--- src/rtl/fifo_cdc_pkg.sv ---
// Gray/binary helpers and pointer typedef shared by the CDC FIFO write and read pointer blocks.
// Pure combinational functions; no latency, no flow control.
package fifo_cdc_pkg;

    localparam int PTR_MAX_W              = 32;
    localparam int DEFAULT_NUM_ADDRESS    = 8;
    localparam int DEFAULT_POINTER_LENGTH = $clog2(DEFAULT_NUM_ADDRESS) + 1;

    typedef logic [DEFAULT_POINTER_LENGTH-1:0] ptr_t;

    function automatic logic [PTR_MAX_W-1:0] width_mask(input int width);
        logic [PTR_MAX_W-1:0] one;
        one = {{(PTR_MAX_W-1){1'b0}}, 1'b1};
        if (width >= PTR_MAX_W) begin
            return '1;
        end
        return (one << width) - one;
    endfunction

    function automatic logic [PTR_MAX_W-1:0] bin2gray(input logic [PTR_MAX_W-1:0] b,
                                                      input int width);
        logic [PTR_MAX_W-1:0] v;
        v = b & width_mask(width);
        return v ^ (v >> 1);
    endfunction

    // Bits above width are cleared first, so the prefix XOR starts from a zero MSB.
    function automatic logic [PTR_MAX_W-1:0] gray2bin(input logic [PTR_MAX_W-1:0] g,
                                                      input int width);
        logic [PTR_MAX_W-1:0] b;
        b = g & width_mask(width);
        for (int i = PTR_MAX_W - 2; i >= 0; i--) begin
            b[i] = b[i+1] ^ b[i];
        end
        return b;
    endfunction

endpackage

--- src/rtl/fifo_gray_pointer.sv ---
// Binary/Gray pointer register pair with increment enable; shared by both FIFO sides.
// Registers update one edge after increment; next values are combinational; no backpressure.
module fifo_gray_pointer
    import fifo_cdc_pkg::*;
#(
    parameter int WIDTH = 4
) (
    input  logic             clk,
    input  logic             reset_n,
    input  logic             increment,
    output logic [WIDTH-1:0] bin,
    output logic [WIDTH-1:0] gray,
    output logic [WIDTH-1:0] bin_next,
    output logic [WIDTH-1:0] gray_next
);

    always_comb begin
        bin_next  = bin + WIDTH'(increment);
        gray_next = WIDTH'(bin2gray(PTR_MAX_W'(bin_next), WIDTH));
    end

    always_ff @(posedge clk) begin
        if (!reset_n) begin
            bin  <= '0;
            gray <= '0;
        end else begin
            bin  <= bin_next;
            gray <= gray_next;
        end
    end

endmodule

--- src/rtl/fifo_write_pointer_full.sv ---
// Write-side pointers, full flag, occupancy and sticky overflow for the CDC FIFO; optional almost_full via FIFO_ALMOST_FULL_EN.
// Outputs registered on the accepting edge; writes are refused (write_accept=0) while fifo_full.
module fifo_write_pointer_full
    import fifo_cdc_pkg::*;
#(
    parameter int NUM_ADDRESS           = 8,
    parameter int ALMOST_FULL_THRESHOLD = 6,
    localparam int ADDR_WIDTH           = $clog2(NUM_ADDRESS),
    localparam int POINTER_LENGTH       = ADDR_WIDTH + 1
) (
    input  logic                      write_clk,
    input  logic                      write_reset_n,
    input  logic                      write_enable,
    input  logic [POINTER_LENGTH-1:0] read_pointer_sync,
    output logic [POINTER_LENGTH-1:0] write_pointer,
    output logic [ADDR_WIDTH-1:0]     write_address,
    output logic                      write_accept,
    output logic                      fifo_full,
    output logic [POINTER_LENGTH-1:0] write_level,
    output logic                      overflow
`ifdef FIFO_ALMOST_FULL_EN
    ,
    output logic                      almost_full
`endif
);

    if (NUM_ADDRESS < 4 || (NUM_ADDRESS & (NUM_ADDRESS - 1)) != 0) begin : g_bad_depth
        $error("NUM_ADDRESS must be a power of two and at least 4");
    end
    if (ALMOST_FULL_THRESHOLD < 1 || ALMOST_FULL_THRESHOLD > NUM_ADDRESS) begin : g_bad_thresh
        $error("ALMOST_FULL_THRESHOLD out of range");
    end

    logic [POINTER_LENGTH-1:0] wbin;
    logic [POINTER_LENGTH-1:0] wbin_next;
    logic [POINTER_LENGTH-1:0] wgray_next;
    logic [POINTER_LENGTH-1:0] rbin_sync;
    logic [POINTER_LENGTH-1:0] full_match;
    logic [POINTER_LENGTH-1:0] level_next;
    logic                      full_next;

    assign write_accept  = write_enable & ~fifo_full;
    assign write_address = wbin[ADDR_WIDTH-1:0];

    fifo_gray_pointer #(
        .WIDTH (POINTER_LENGTH)
    ) u_wptr (
        .clk       (write_clk),
        .reset_n   (write_reset_n),
        .increment (write_accept),
        .bin       (wbin),
        .gray      (write_pointer),
        .bin_next  (wbin_next),
        .gray_next (wgray_next)
    );

    // Full when the writer is exactly one lap ahead: top two Gray bits inverted, rest equal.
    always_comb begin
        full_match = {~read_pointer_sync[POINTER_LENGTH-1:POINTER_LENGTH-2],
                      read_pointer_sync[POINTER_LENGTH-3:0]};
        full_next  = (wgray_next == full_match);
        rbin_sync  = POINTER_LENGTH'(gray2bin(PTR_MAX_W'(read_pointer_sync), POINTER_LENGTH));
        level_next = wbin_next - rbin_sync;
    end

    always_ff @(posedge write_clk) begin
        if (!write_reset_n) begin
            fifo_full   <= 1'b0;
            write_level <= '0;
            overflow    <= 1'b0;
        end else begin
            fifo_full   <= full_next;
            write_level <= level_next;
            overflow    <= overflow | (write_enable & fifo_full);
        end
    end

`ifdef FIFO_ALMOST_FULL_EN
    always_ff @(posedge write_clk) begin
        if (!write_reset_n) begin
            almost_full <= 1'b0;
        end else begin
            almost_full <= (level_next >= POINTER_LENGTH'(ALMOST_FULL_THRESHOLD));
        end
    end
`endif

endmodule

--- config.mk ---
export PLATFORM = sky130hd
export DESIGN_NAME = fifo_write_pointer_full
export DESIGN_NICKNAME = d
export VERILOG_FILES = /design/src/rtl/fifo_cdc_pkg.sv /design/src/rtl/fifo_gray_pointer.sv /design/src/rtl/fifo_write_pointer_full.sv
export SDC_FILE = /design/constraint.sdc
export NUM_CORES = 1
export LEC_CHECK = 0
export ABC_AREA = 1
export ABC_CLOCK_PERIOD_IN_PS = 2000
export CAP_MARGIN = 5
export CORE_MARGIN = 2
export CORE_UTILIZATION = 44
export CTS_CLUSTER_DIAMETER = 120
export CTS_CLUSTER_SIZE = 25
export DETAILED_ROUTE_END_ITERATION = 12
export PLACE_DENSITY = 0.78
export SLEW_MARGIN = 20
export SYNTH_ARGS = -nofsm -noshare
export SYNTH_HDL_FRONTEND = slang
export SYNTH_SLANG_ARGS = --single-unit
--- constraint.sdc ---
create_clock -name write_clk -period 2 [get_ports write_clk]
set_input_delay 0.4 -clock write_clk [delete_from_list [all_inputs] [get_ports write_clk]]
set_output_delay 0.4 -clock write_clk [all_outputs]
set_load 0.005 [all_outputs]
==> results.md, run 1 <==
* Finished Layout Cells at 150
* FILL cells at 107
* Layout Utilization at 73.5%
* Hold Crit Class: in -> reg
* Max-Cap Viols at 0
* PnR Total Power at 0.761 mW
* Clk_lat worst skew at 0.28 ns
* Nets at 147
* Vias at 732
* Via density at 4.88
* Hold WS at 0.416 ns
* Die Ht at 43.5 um
* Placed inst area at 997 um^2
* Routability cong. at 0.866
* Most frequent cells in the layout: nand2_1, clkdlybuf4s50_1, buf_4, dfxtp_1, nor2_1
* Footprint of the multi-input gates at 423 um^2
* Area growth from synthesis to layout at 59.4%
* Crit-path max FO at 3
* # IOs at 21
* Worst Path Required at 2.23 ns
* Worst setup SP type: input port
* Place WS at -0.506 ns
* Clk sinks at 13
* Final min period at 1.92 ns
* Violation count after the first detailed-route iteration at 21
* PD cells at 695 nW/um^2
* Placeable Area at 1490 um^2
* Syn Inst Count at 96
* Num rows at 14
* Sequential cell area fraction in the yosys report at 37.9%
* Worst Path Class, Setup: in -> reg
* Initial antenna violation count at 0
* Peak VDD IR at 0.411 mV
* Dpl cells at 144
* Setup Skew at 0.00397 ns
* Count of cell types in the netlist at 14
* Initial Utilization at 46.1%
* Synthesized area per cell at 7.16 um^2
* Total gr overflow at 0
* Hold_buf cts at 0
* TritonCTS buffer count at 3
* RSZ-0062 raised after global routing: false
* ANT cells at 0
* Clock Path Buffers at 2
* DIE WIDTH at 43.5 um
* Final setup violation count at 0
* Final TNS setup at 0 ns
* Crit path DAT at 2.16 ns
* Pre-antenna DRT Iters at 5
* Antenna-violating nets left at 0
* H-tree depth at 1
* CTS tree: done
* Final hold vios at 0
* Design Area, Final at 1090 um^2
* FF+latch count, synth at 13
* Max_slew headroom at 81.7%
* Most common cell after layout, fill and taps aside: nand2_1
* Post-synthesis cell area at 687 um^2
* WL final at 1740 um
* Fmax at 520 MHz
* Status: finished, final reports clean
* All-Layer GR Usage at 19.7%
* Vias in the first global route at 711
* Crit end category: flip-flop
* Clock transition at the registers of the reported paths at 0.07 ns
* Slew Limit Fails at 0
* Root buf cell: clkbuf_4
* Final WS setup at 0.0766 ns
* Drt drc at 0
* Die area at 1890 um^2
* Hpwl dp at 1310 um
* Final Cycle Share at 96.2%
* Slew @ Worst Pin at 0.273 ns
* Lkg Pwr at 0.538 nW
* Share of post-route cells with drive strength above 1 at 27.6%
* Post-synth net total at 108
* FF+latch area at 260 um^2
* YS warnings at 0
* Largest net degree at the start of global routing at 10
* PortBufs at 20
* WL/cell at 11.6 um
* First-pass GRT wire length at 2730 um
where the power goes:
part / internal [mW] / total [mW] / switching (mW)
logic: 0.168 / 0.294 / 0.126
registers: 0.289 / 0.303 / 0.0136
clock network: 0.0776 / 0.164 / 0.0868
total: 0.535 / 0.761 / 0.227
metal layers:
layer  vias up  track usage (%)  routed length, um
li1        373                -                  -
met1       316             20.6                663
met2        37             32.5                892
met3         6             5.42                118
met4         0             16.4                 61
met5         -                0                  0
state kept, by name (all words and copies together), names as in the netlist:
name         cells
u_wptr.bin       4
u_wptr.gray      3
write_level      4
fifo_full        1
overflow         1
path summary, 6_finish.rpt:
check,end,slack [ns],cells after the start,from
setup / recovery,write_level[1],0.08,11,read_pointer_sync[3]
hold / removal,overflow,0.42,3,write_enable
hold reg to reg,overflow,0.47,2,overflow
setup reg to reg,fifo_full,0.29,11,fifo_full
cell type report:
cell class / instances / share of cell area (%)
Clock buffer: 4 / 2.40
Sequential cell: 13 / 23.8
Inverter: 15 / 5.14
Multi-Input combinational cell: 68 / 38.6
Timing Repair Buffer: 34 / 28.2
Tap cell: 16 / 1.83
kinds of logic (layout without fill, tap and decap cells):
logic type	after synthesis	in the layout	share of synthesized area, %
adders and majority gates	5	5	10.2
DFF	13	13	37.9
xor gates and xnor gates	4	4	6.19
and+or+nand+nor	54	54	33.9
buffers and inverters	15	53	8.20
AOI/OAI and AO/OA	5	5	3.64
what timing repair did:
| item | 4_1_cts | 5_1_grt |
|---|---|---|
| pin swaps | 4 | 8 |
| cloned | 0 | 0 |
| setup buffers | 1 | 1 |
| setup endpoints to repair | 4 | 4 |
| hold endpoints to repair | 0 | 0 |
| resized for setup | 8 | 14 |
synth_stat cells:
master	number	area, um^2
a21oi_1	4	20.0
clkinv_1	1	3.75
dfxtp_1	13	260
fa_1	1	20.0
ha_1	4	50.1
inv_1	14	52.6
nand2_1	24	90.1
nand2_2	6	37.5
nand3_1	10	50.1
nand4_1	1	6.26
nor2_1	13	48.8
o21ai_1	1	5.00
xor2_1	3	26.3
xor2_2	1	16.3
worst max-delay path, stage by stage:
cell           delay [ns]
dlygate4sd2_1        0.27
inv_2                0.08
nand2_2              0.07
nand2_4              0.09
xor2_2               0.17
xor2_1               0.18
ha_2                 0.18
inv_1                0.06
fa_2                 0.54
nand2_1              0.06
inv_1                0.05
No activity file was read; power rests on OpenSTA's default activity.
==> inputs of run 2 (changes only) <==
- PLACE_DENSITY: 0.78 -> 0.76
- SYNTH_HIERARCHICAL: unset -> 1
==> results.md, run 2 <==
* Status: finished, final reports clean
* Clk sinks at 13
* Vias in the first global route at 812
* Crit path cell chain: dlygate4sd2_1, inv_1, nor2_2, ha_2, ha_4, inv_1, nand2_1, nand2_2, buf_6, nand3_2, nand2_2, inv_1, nand2_1, nand2_1, nor2_1, nand2_1, nor2_1
* Share of post-route cells with drive strength above 1 at 28.2%
* Worst Path Required at 2.23 ns
* Pint at 0.528 mW
* Max-Cap Viols at 0
* Setup Skew at 0.00946 ns
* ANT cells at 0
* Area growth from synthesis to layout at 57.6%
* Largest net degree at the start of global routing at 8
* H-tree depth at 1
* Lkg Pwr at 0.605 nW
* # IOs at 21
* Placed inst area at 1080 um^2
* PnR Total Power at 0.763 mW
* Hold_buf cts at 0
* Peak VDD IR at 0.421 mV
* Clk network pwr share at 23.0%
* Final WS setup at 0.105 ns
* Clock Path Buffers at 2
* Antenna-violating nets left at 0
* Seq pwr share at 39.2%
* WL met1 at 823 um
* TritonCTS buffer count at 3
* Crit-path max FO at 3
* Routability cong. at 0.789
* Post-synth net total at 120
* Syn Inst Count at 107
* Crit path DAT at 2.13 ns
* Post-synth ARST share at 0%
* Most frequent cells in the layout: nand2_1, buf_4, inv_1, clkdlybuf4s50_1, dfxtp_1
* Most common cell after layout, fill and taps aside: nand2_1
* YS warnings at 6
* Clock transition at the registers of the reported paths at 0.08 ns
* Worst Path Class, Setup: in -> reg
* Drt drc at 0
* P_sw at 0.235 mW
* Final Cycle Share at 94.8%
* Synth area leaders: dfxtp_1, nand2_1, inv_1
* Via density at 5.04
* Routed met2 length at 1090 um
* Combinational Power Share at 37.8%
* Slew @ Worst Pin at 0.275 ns
* RSZ-0062 raised after global routing: false
* Nets at 163
* Slew Limit Fails at 0
* Initial Utilization at 48.2%
* CP max stage cell: dlygate4sd2_1
* PortBufs at 20
* Final TNS setup at 0 ns
* CTS tree: done
* Worst path max stage delay at 0.24 ns
* WL final at 2120 um
* Final hold vios at 0
* Synthesized area per cell at 7.03 um^2
* Max_slew headroom at 81.6%
* Design Area, Final at 1180 um^2
* Crit-path most repeated cell: nand2_1
* Hpwl dp at 1490 um
* Num rows at 14
* First-pass GRT wire length at 3460 um
* Count of cell types in the netlist at 16
* Leading registers by flop count: u_wptr/gray: 4 flops, write_level: 4 flops, u_wptr/bin: 3 flops
* Most used standard cell by instance count after synthesis: nand2_1
* Top_reg_cell synth: dfxtp_1
* Sequential cell area fraction in the yosys report at 34.6%
* Total gr overflow at 0
* Top cells by count, synth: nand2_1, inv_1, dfxtp_1
* Post-synthesis cell area at 752 um^2
* Hold WS at 0.479 ns
* Max layer used: met4
* Fmax at 528 MHz
* Crit end category: flip-flop
* Top cell type's share of synthesized area at 34.6%
* Die area at 2060 um^2
* Initial antenna violation count at 0
* Root buf cell: clkbuf_4
* Post-synth EDFFs at 0
* Final min period at 1.90 ns
* Synth area leader: dfxtp_1
* Final setup violation count at 0
* FF+latch count, synth at 13
* Violation count after the first detailed-route iteration at 9
* All-Layer GR Usage at 25.1%
* Hold Crit Class: reg -> reg
* Die Ht at 45.3 um
* FILL cells at 106
* Place WS at -0.476 ns
* Worst setup SP type: input port
* Sw Share at 30.8%
* Pre-antenna DRT Iters at 6
* Met3 WL post-DR at 108 um
* WL/cell at 12.8 um
* Clk_lat worst skew at 0.29 ns
* DIE WIDTH at 45.3 um
* Vias at 832
* PD cells at 644 nW/um^2
* Placeable Area at 1560 um^2
==> run 2: cell types whose count changed in the layout (fill, tap and decap cells not counted), moves of 2 or more <==
| cell | previous run | this run |
|---|---|---|
| inv_1 | 9 | 18 |
| nand2_1 | 22 | 28 |
| buf_4 | 14 | 19 |
| inv_2 | 5 | 0 |
| nand3_1 | 9 | 4 |
| nand3_2 | 1 | 3 |
| nor2_2 | 0 | 2 |
| xnor2_1 | 0 | 2 |
| xor2_1 | 3 | 1 |
==> run 2: cell type report <==
class                   count  area [um^2]  share of cell area (%)
well taps                  16         20.0                    1.69
clock buffers               4         26.3                    2.22
flip-flops and latches     13          260                    22.0
inverters                  18         67.6                    5.70
multi-input cells          74          453                    38.2
repair buffers             40          358                    30.2
==> run 2: critical path: cells and delay by family <==
family                   cells  cell delay, ns
AND/OR/NAND/NOR             10            0.80
buffers and inverters        5            0.54
adder cells (fa/ha/maj)      2            0.36
==> run 2: kinds of logic after synthesis <==
group	share of synthesized area (%)
DFF	34.6
xor gates and xnor gates	3.49
and+or+nand+nor	35.9
adders and majority gates	11.0
buffers and inverters	11.0
AOI/OAI and AO/OA	3.99
==> run 2: layer usage <==
metal	vias to the layer above	track usage [%]
li1	411	-
met1	377	25.7
met2	34	42.9
met3	10	5.20
met4	0	21.2
met5	-	0
==> run 2: what timing repair did <==
item	4_1_cts	5_1_grt
gates resized for setup	11	2
pin swaps	7	0
cloned	0	0
setup endpoints to repair	4	3
buffers inserted	3	0
==> run 2: power by group through the flow <==
stage | registers, mW | clock network, mW | logic [mW]
2_1_floorplan | 0.307 | 0 | 0.113
3_3_place_gp | 0.303 | 0 | 0.249
3_5_place_dp | 0.304 | 0 | 0.265
4_1_cts | 0.299 | 0.176 | 0.283
5_1_grt | 0.302 | 0.182 | 0.316
6_report | 0.299 | 0.175 | 0.289
==> run 2: final timing paths <==
kind / start / to / slack, ns / cells past startpoint
worst max-delay path: write_enable / fifo_full / 0.10 / 17
worst min-delay path: overflow / overflow / 0.48 / 2
worst max register to register: fifo_full / fifo_full / 0.15 / 15
worst min register to register: overflow / overflow / 0.48 / 2
==> run 2: metrics by stage <==
stage / utilization [%] / cells
3_5_place_dp: 69.6 / 158
6_report: 76.0 / 165
2_1_floorplan: - / 107
3_3_place_gp: 69.6 / 158
4_1_cts: 75.7 / 165
5_1_grt: 76.0 / 165
